===== config.mk =====
export PLATFORM = sky130hd
export DESIGN_NAME = fixed_to_float_iter
export DESIGN_NICKNAME = d
export VERILOG_FILES = /design/src/rtl/fixed_to_float_iter.sv
export SDC_FILE = /design/constraint.sdc
export NUM_CORES = 1
export LEC_CHECK = 0
export CORE_ASPECT_RATIO = 1.5
export CORE_MARGIN = 2
export CORE_UTILIZATION = 52
export DETAILED_ROUTE_END_ITERATION = 6
export HOLD_SLACK_MARGIN = 0.12
export PLACE_DENSITY = 0.9
export SYNTH_ARGS = -nofsm -noshare
export SYNTH_HDL_FRONTEND = slang
export SYNTH_SLANG_ARGS = --single-unit

===== constraint.sdc =====
create_clock -name clk -period 3.63 [get_ports clk]
set_input_delay 0.363 -clock clk [delete_from_list [all_inputs] [get_ports clk]]
set_output_delay 0.363 -clock clk [all_outputs]
set_load 0.005 [all_outputs]

===== src/rtl/fixed_to_float_iter.sv =====
// fixed_to_float_iter
// -------------------
// Converts a signed fixed-point word (Q2.19 by default) into an IEEE-754
// single-precision value. The conversion runs over several cycles. The
// magnitude is shifted left one bit per cycle until its MSB is set, and the
// number of shifts is counted. That count then gives the exponent directly.
// Every representable input fits in the 24-bit significand, so the result
// is always exact and no rounding stage is required.
//
// Ports
//   clk     : single clock, rising edge
//   reset   : synchronous active-high reset; clears state, done, result
//   clk_en  : global enable; all registers hold while low
//   start   : conversion request, accepted only in IDLE
//   dataa   : operand; bits [WIDTH-1:0] hold the fixed-point value
//   done    : one-cycle pulse; result is valid in this cycle
//   busy    : high whenever the converter is not in IDLE
//   result  : IEEE-754 single; held until the next conversion completes
module fixed_to_float_iter #(
    parameter int WIDTH     = 21,
    parameter int FRAC_BITS = 19
) (
    input  logic        clk,
    input  logic        reset,
    input  logic        clk_en,
    input  logic        start,
    input  logic [31:0] dataa,
    output logic        done,
    output logic        busy,
    output logic [31:0] result
);

    localparam logic [1:0] IDLE = 2'd0;
    localparam logic [1:0] NORM = 2'd1;
    localparam logic [1:0] PACK = 2'd2;

    // An input with its MSB already set (s = 0) has the exponent
    // 127 + integer bits.
    localparam int          EXP_TOP  = 127 + (WIDTH - 1 - FRAC_BITS);
    localparam logic [7:0]  EXP_BASE = 8'(EXP_TOP);
    localparam logic [WIDTH-1:0] ZERO_W = '0;

    logic [1:0]       state_reg, state_next;
    logic             sign_reg, sign_next;
    logic [WIDTH-1:0] mag_reg, mag_next;
    logic [4:0]       s_reg, s_next;
    logic [31:0]      result_reg, result_next;
    logic             done_reg, done_next;

    logic [WIDTH-1:0] raw;
    logic [WIDTH-1:0] mag_in;
    logic [7:0]       exp_val;
    logic [22:0]      mant_val;
    logic             unused_bits;

    assign raw = dataa[WIDTH-1:0];

    // The upper operand bits do not affect the conversion.
    assign unused_bits = ^dataa[31:WIDTH];

    // The magnitude register is unsigned. The most negative input therefore
    // becomes 2^(WIDTH-1) without overflowing.
    assign mag_in = raw[WIDTH-1] ? (ZERO_W - raw) : raw;

    assign exp_val = EXP_BASE - {3'b000, s_reg};

    // The hidden bit mag[WIDTH-1] is dropped. The remaining bits are
    // left-aligned into the 23-bit fraction field.
    assign mant_val = 23'(mag_reg[WIDTH-2:0]) << (24 - WIDTH);

    always_comb begin
        state_next  = state_reg;
        sign_next   = sign_reg;
        mag_next    = mag_reg;
        s_next      = s_reg;
        result_next = result_reg;
        done_next   = 1'b0;
        case (state_reg)
            IDLE: begin
                if (start) begin
                    sign_next = raw[WIDTH-1];
                    mag_next  = mag_in;
                    s_next    = 5'd0;
                    if (mag_in == ZERO_W) begin
                        // A zero input finishes at once as +0.
                        result_next = 32'h0000_0000;
                        done_next   = 1'b1;
                    end else begin
                        state_next = NORM;
                    end
                end
            end
            NORM: begin
                if (mag_reg[WIDTH-1]) begin
                    state_next = PACK;
                end else begin
                    mag_next = mag_reg << 1;
                    s_next   = s_reg + 5'd1;
                end
            end
            PACK: begin
                result_next = {sign_reg, exp_val, mant_val};
                done_next   = 1'b1;
                state_next  = IDLE;
            end
            default: begin
                state_next = IDLE;
            end
        endcase
    end

    always_ff @(posedge clk) begin
        if (reset) begin
            state_reg  <= IDLE;
            sign_reg   <= 1'b0;
            mag_reg    <= '0;
            s_reg      <= 5'd0;
            result_reg <= 32'h0000_0000;
            done_reg   <= 1'b0;
        end else if (clk_en) begin
            state_reg  <= state_next;
            sign_reg   <= sign_next;
            mag_reg    <= mag_next;
            s_reg      <= s_next;
            result_reg <= result_next;
            done_reg   <= done_next;
        end
    end

    assign done   = done_reg;
    assign busy   = (state_reg != IDLE);
    assign result = result_reg;

endmodule

Yosys cells after proc, flatten, opt, wreduce, memory -nomap -nowiden
Index checks and enable logic that the tools add are counted.
W data, S select, Z words.
- bits in registers: 62
- bits of input ports: 36
- output and inout bits: 34
- reductions and logical operators: 10
- eq/ne operators: 7
- muxes and demuxes: 17
- $add $sub $neg: 3
- operator list (operator ; count):
    $mux W32 ; 2
    $pmux W32 S2 ; 1
    $mux W21 ; 3
    $pmux W21 S2 ; 1
    $logic_not A21 Y1 ; 1
    $sub A1 B21 Y21 const A ; 1
    $reduce_and A4 Y1 ; 3
    $mux W5 ; 2
    $ne A2 B2 Y1 const B ; 5
    $pmux W5 S2 ; 1
    $sub A8 B5 Y8 const A ; 1
    $mux W2 ; 3
    $reduce_and A3 Y1 ; 2
    $reduce_bool A2 Y1 ; 3
    $add A5 B1 Y5 const B ; 1
    $pmux W2 S2 ; 1
    $eq A2 B1 Y1 const B ; 1
    $eq A2 B2 Y1 const B ; 1
    $logic_not A2 Y1 ; 1
    $mux W1 ; 2
    $pmux W1 S2 ; 1

Logic depth before layout (Yosys ltp)
- depth after elaboration: 6
- depth in mapped cells: 10

Worst setup path before layout
OpenSTA, ideal clock, no wires.
- path type: in2reg
- start: input port dataa[7]
- end: register result_reg[18], in the netlist result[18]
- data required time: 3.505 ns
- path slack: 0.758 ns
- arrival: 2.746 ns
- stages on the path: 9
- library setup time: 0.125 ns
- buffers on the path: 3
- path through: buf_2 > or4_1 > or4_1 > buf_2 > o41ai_2 > xnor2_1 > nor4_2 > buf_2 > o21ai_0
- longest elaborated chain between the ends: 5
- RTL lines (element ; line ; text):
    start: declaration ; 27 ; input logic [31:0] dataa,
    $sub A1 B21 Y21 ; 63 ; assign mag_in = raw[WIDTH-1] ? (ZERO_W - raw) : raw;
    $mux W21 (*) ; 63 ;
    $logic_not A21 Y1 (*) ; 84 ; if (mag_in == ZERO_W) begin
    $ne A2 B2 Y1 (no line) (*) ; n/a ;
    $reduce_and A4 Y1 (no line) (*) ; n/a ;
    end signal: assignment ; 125 ; result_reg <= result_next;
    end: declaration ; 47 ; logic [31:0] result_reg, result_next;
Mark *: on every way between the ends. The rest lies on a longest branch, timed or not.
A chain may end at the register's enable or synchronous reset.

Worst setup path after layout
- start: input port dataa[1]
- end: register result_reg[19], in the netlist result[19]
The elaborated chain is that of the path after synthesis.

==> impl.org <==
** Outcome
- Outcome :: complete, no violations

** Pwr
- The internal power of the cells totals 1.11 mW.
- Share of power burned in the clock network :: 0.367
- Lkg Pwr :: about 1.5 nW
- Of the total power, the share spent switching nets is 0.282.
- Sequential group share of total power :: 0.453
- IR analysis of the VDD net gives a maximum drop of 0.000246 V.
- Combinational share of power :: 0.180
- Switching component of the power :: 0.437 mW
- Power per Cell Area :: 349 mW/mm^2

** Setup path
- Nature of the critical path endpoint :: flop
- Of all nets on the critical path, the largest fanout is 30.
- Data arrives at the worst endpoint at approximately 3.4 ns.
- The critical path in this run is classified as primary input to flop.
- For the worst setup path, the data required time is approximately 3.8 ns.
- The worst setup path is launched from a primary input.

** Global routing
- Maximum number of pins on one net before global-route repair :: 63
- The first global-routing pass estimated 16400 microns of wire.
- Overall overflow remaining after global route :: 0
- Gr usage total :: 0.266
- The number of antenna violations at the first check in global routing came to 0.
- Number of global-route vias before repair :: 3591

** Detailed routing
- Summing over every cut layer, the via total after detailed routing is 3774.
- Number of routed nets with antenna violations :: 0
- Count of TritonRoute iterations in the first routing pass :: 6
- For this block, the initial DRC count from the detailed router was 325.
- Average wire per cell in the routed design :: 16.4 microns
- For this run, design rule violations remaining after detail routing come to 0.
- DRT Wirelength :: 9560 microns
- Routed via count divided by cell count :: 6.47

** CTS
- In this run, CTS created clock tree buffers numbering 9.
- Clock Sink Count :: 59
- Once the clock tree was built, the setup fixing pass inserted 0 buffers.
- Clock-pin slew was measured on the worst setup and hold paths at roughly 0.060 ns.
- TritonCTS built the clock tree.
- The number of gates resized after CTS was 0.
- Number of buffers inserted by hold repair at cts :: 0
- The tree is rooted in a sky130_fd_sc_hd__clkbuf_8.
- Buffer levels on the longest clock path :: 2
- Clock latency on the worst-skew pair, taken at its later pin, is 0.34 ns.
- The H-tree was split into 3 levels.

** STA
- Clock period minus final worst setup slack :: 3.22 ns
- Setup total negative slack on the finished layout was measured at 0 ns.
- Setup violators final :: 0
- Count of final hold-check violations :: 0
- On the final layout, the worst clock skew is 0.00499 ns.
- Setup slack closes at 0.415 ns.
- The number of pins with negative max-slew slack in the final report was 0.
- Unrepaired setup endpoints after global routing :: no
- The tightest hold path in the finished design has a slack of 0.462 ns.
- Max-Slew Margin vs Limit :: 0.305
- Based on the critical path, the design can be clocked at up to just over 300 MHz.
- Dividing the final minimum period by the clock period gives 0.886.
- Tightest Pin Transition :: about 1.0 ns

** Final layout
- Final-stage net count :: 539
- Compared with the post-synthesis result, the final layout area differs by 23.8%.
- Post-route standard cell area excluding fillers :: 0.00443 sq mm
- The register with the most flip-flops in the layout has 29 of them.
- Share of post-route cells with drive strength above 1 :: 0.0851
- Count of fill cells added during filler insertion :: 560
- 0 antenna diodes ended up in the layout.

** Logic synthesis
- Share of the yosys chip area belonging to registers :: 0.330
- Average size of a mapped cell :: 7.87 sq um
- Of the post-synthesis cell area, the dominant cell type holds 0.330.
- Count of mapped cells out of synthesis :: 455
- Among all flip-flop cells after synthesis, the most frequent one is sky130_fd_sc_hd__dfxtp_1.
- The synthesized netlist contains 53 unique library cells.
- The synthesized netlist occupies a cell area of 0.00358 sq mm.
- sky130_fd_sc_hd__dfxtp_1 takes more of the synthesized area than any other cell.
- After synthesis, the share of flip-flops with an asynchronous set or reset is 0.
- Most common cell in the synthesized netlist :: sky130_fd_sc_hd__dfxtp_1
- During synthesis, Yosys emitted a total of 0 warnings.
- After synthesis the netlist holds a flip-flop and latch count of 59.
- Number of flops mapped to enable cells by yosys :: 0
- Synth cell count leaders :: sky130_fd_sc_hd__dfxtp_1 (59), sky130_fd_sc_hd__nor2_1 (36), sky130_fd_sc_hd__clkbuf_1 (35), sky130_fd_sc_hd__a21oi_1 (33)
- Ranking of synthesized cells by area :: sky130_fd_sc_hd__dfxtp_1 (33%), sky130_fd_sc_hd__a32oi_1 (6.8%), sky130_fd_sc_hd__nand3b_1 (6.1%)

** Die
- Die Span Y :: 106 microns
- The core region is 0.00676 sq mm.
- The initialized floorplan defines 37 standard-cell rows.
- The initial utilization of the core area, before any placement, comes to 0.530.
- The die covers approximately 0.0076 sq mm.
- Die Wd :: around 70 microns
- Ports :: 70

** Job
- Number of maximum-capacitance constraint violations :: 0

** Placed design
- Routability-driven placement finished with a final weighted congestion of 0.924.
- After detailed placement, the total cell area comes to 0.00424 sq mm.
- Number of I/O port buffers :: 55
- Worst-case setup slack after placement :: 0.0956 ns
- Final HPWL DP :: approximately 6700 microns

** Hold path
- In this run the worst hold path is classified as flop to flop.
-- cells by family after synthesis --
| logic type | after synthesis | share of synthesized area |
|---|---|---|
| multiplexers | 3 | 0.00839 |
| XOR/XNOR | 21 | 0.0514 |
| buffers and inverters | 57 | 0.0657 |
| AND/OR/NAND/NOR | 166 | 0.261 |
| flip-flops | 59 | 0.330 |
| adder cells (fa/ha/maj) | 3 | 0.0105 |
| other | 1 | 0.00105 |
| AO/OA/AOI/OAI | 145 | 0.272 |
-- cell type report --
type | instances | area (sq um) | area share
Clock buffer | 15 | 186 | 0.0421
Tap cell | 78 | 97.6 | 0.0220
Sequential cell | 59 | 1180 | 0.267
Multi-Input combinational cell | 341 | 2180 | 0.492
Timing Repair Buffer | 79 | 743 | 0.168
Inverter | 10 | 37.5 | 0.00847
Clock inverter | 1 | 5.00 | 0.00113
-- per-layer routing --
layer / up-vias / routed length (microns) / part of all wire / global-route usage
li1: 1799 / - / - / -
met1: 1822 / 3850 / 0.40 / 0.302
met2: 132 / 5010 / 0.52 / 0.478
met3: 21 / 430 / 0.045 / 0.0402
met4: 0 / 265 / 0.028 / 0.121
met5: - / 0 / 0 / 0
-- cells in the final DEF (no fill, tap or decap), types with 3 or more instances in the layout --
master                            Yosys  routed
sky130_fd_sc_hd__dfxtp_1             59      59
sky130_fd_sc_hd__clkdlybuf4s50_1      0      55
sky130_fd_sc_hd__nor2_1              36      36
sky130_fd_sc_hd__a21oi_1             33      33
sky130_fd_sc_hd__o21ai_0             29      29
sky130_fd_sc_hd__nand3b_1            29      29
sky130_fd_sc_hd__a32oi_1             28      28
sky130_fd_sc_hd__nand2_1             25      25
sky130_fd_sc_hd__buf_4                4      23
sky130_fd_sc_hd__a211oi_1            14      14
sky130_fd_sc_hd__clkbuf_8             0      13
sky130_fd_sc_hd__nor3_1              12      12
sky130_fd_sc_hd__xor2_1              11      11
sky130_fd_sc_hd__xnor2_1             10      10
sky130_fd_sc_hd__o21ai_1             10      10
sky130_fd_sc_hd__inv_1                9       9
sky130_fd_sc_hd__nand4_1              9       9
sky130_fd_sc_hd__nand3_1              8       8
sky130_fd_sc_hd__nor4_1               7       7
sky130_fd_sc_hd__nor2b_1              6       6
sky130_fd_sc_hd__nand2b_1             5       5
sky130_fd_sc_hd__a211o_1              5       5
sky130_fd_sc_hd__or3_1                4       4
sky130_fd_sc_hd__and2_1               4       4
sky130_fd_sc_hd__a221oi_1             4       4
sky130_fd_sc_hd__and3_1               4       4
sky130_fd_sc_hd__a31oi_1              4       4
sky130_fd_sc_hd__or4_1                3       3
sky130_fd_sc_hd__nor4b_1              3       3
sky130_fd_sc_hd__nand4b_1             3       3
sky130_fd_sc_hd__mux2i_1              3       3
sky130_fd_sc_hd__o31ai_1              3       3
sky130_fd_sc_hd__ha_1                 3       3
sky130_fd_sc_hd__conb_1               1       3
-- per-stage QoR --
stage	instances	utilization	power, mW
CTS	583	0.656	1.55
floorplan	457	-	0.893
finish	583	0.656	1.55
global route	583	0.656	1.61
detailed placement	567	0.627	0.989
global placement	567	0.627	0.981
-- critical path, cell delays in order --
cell and delay (ns):
sky130_fd_sc_hd__clkdlybuf4s50_1 0.41, sky130_fd_sc_hd__inv_1 0.09, sky130_fd_sc_hd__ha_1 0.15, sky130_fd_sc_hd__or3b_1 0.40, sky130_fd_sc_hd__or4_1 0.49, sky130_fd_sc_hd__o311a_1 0.17
sky130_fd_sc_hd__a2111oi_0 0.46, sky130_fd_sc_hd__nand4_1 0.27, sky130_fd_sc_hd__nor4_4 0.25, sky130_fd_sc_hd__buf_12 0.22, sky130_fd_sc_hd__o21ai_0 0.12
-- power groups by stage --
stage | Combinational, mW | Clock, mW | Sequential, mW
finish | 0.279 | 0.567 | 0.701
global route | 0.312 | 0.598 | 0.703
CTS | 0.276 | 0.574 | 0.700
detailed placement | 0.275 | 0 | 0.714
global placement | 0.268 | 0 | 0.713
floorplan | 0.188 | 0 | 0.705
-- worst paths after layout --
check	cells past startpoint	slack, ns	end	startpoint
setup / recovery	11	0.41	result[19]	dataa[1]
hold / removal	2	0.46	sign_reg	sign_reg
setup reg to reg	5	1.27	mag_reg[8]	state_reg[1]
hold reg to reg	2	0.46	sign_reg	sign_reg
(Power assumes the default switching activity.)
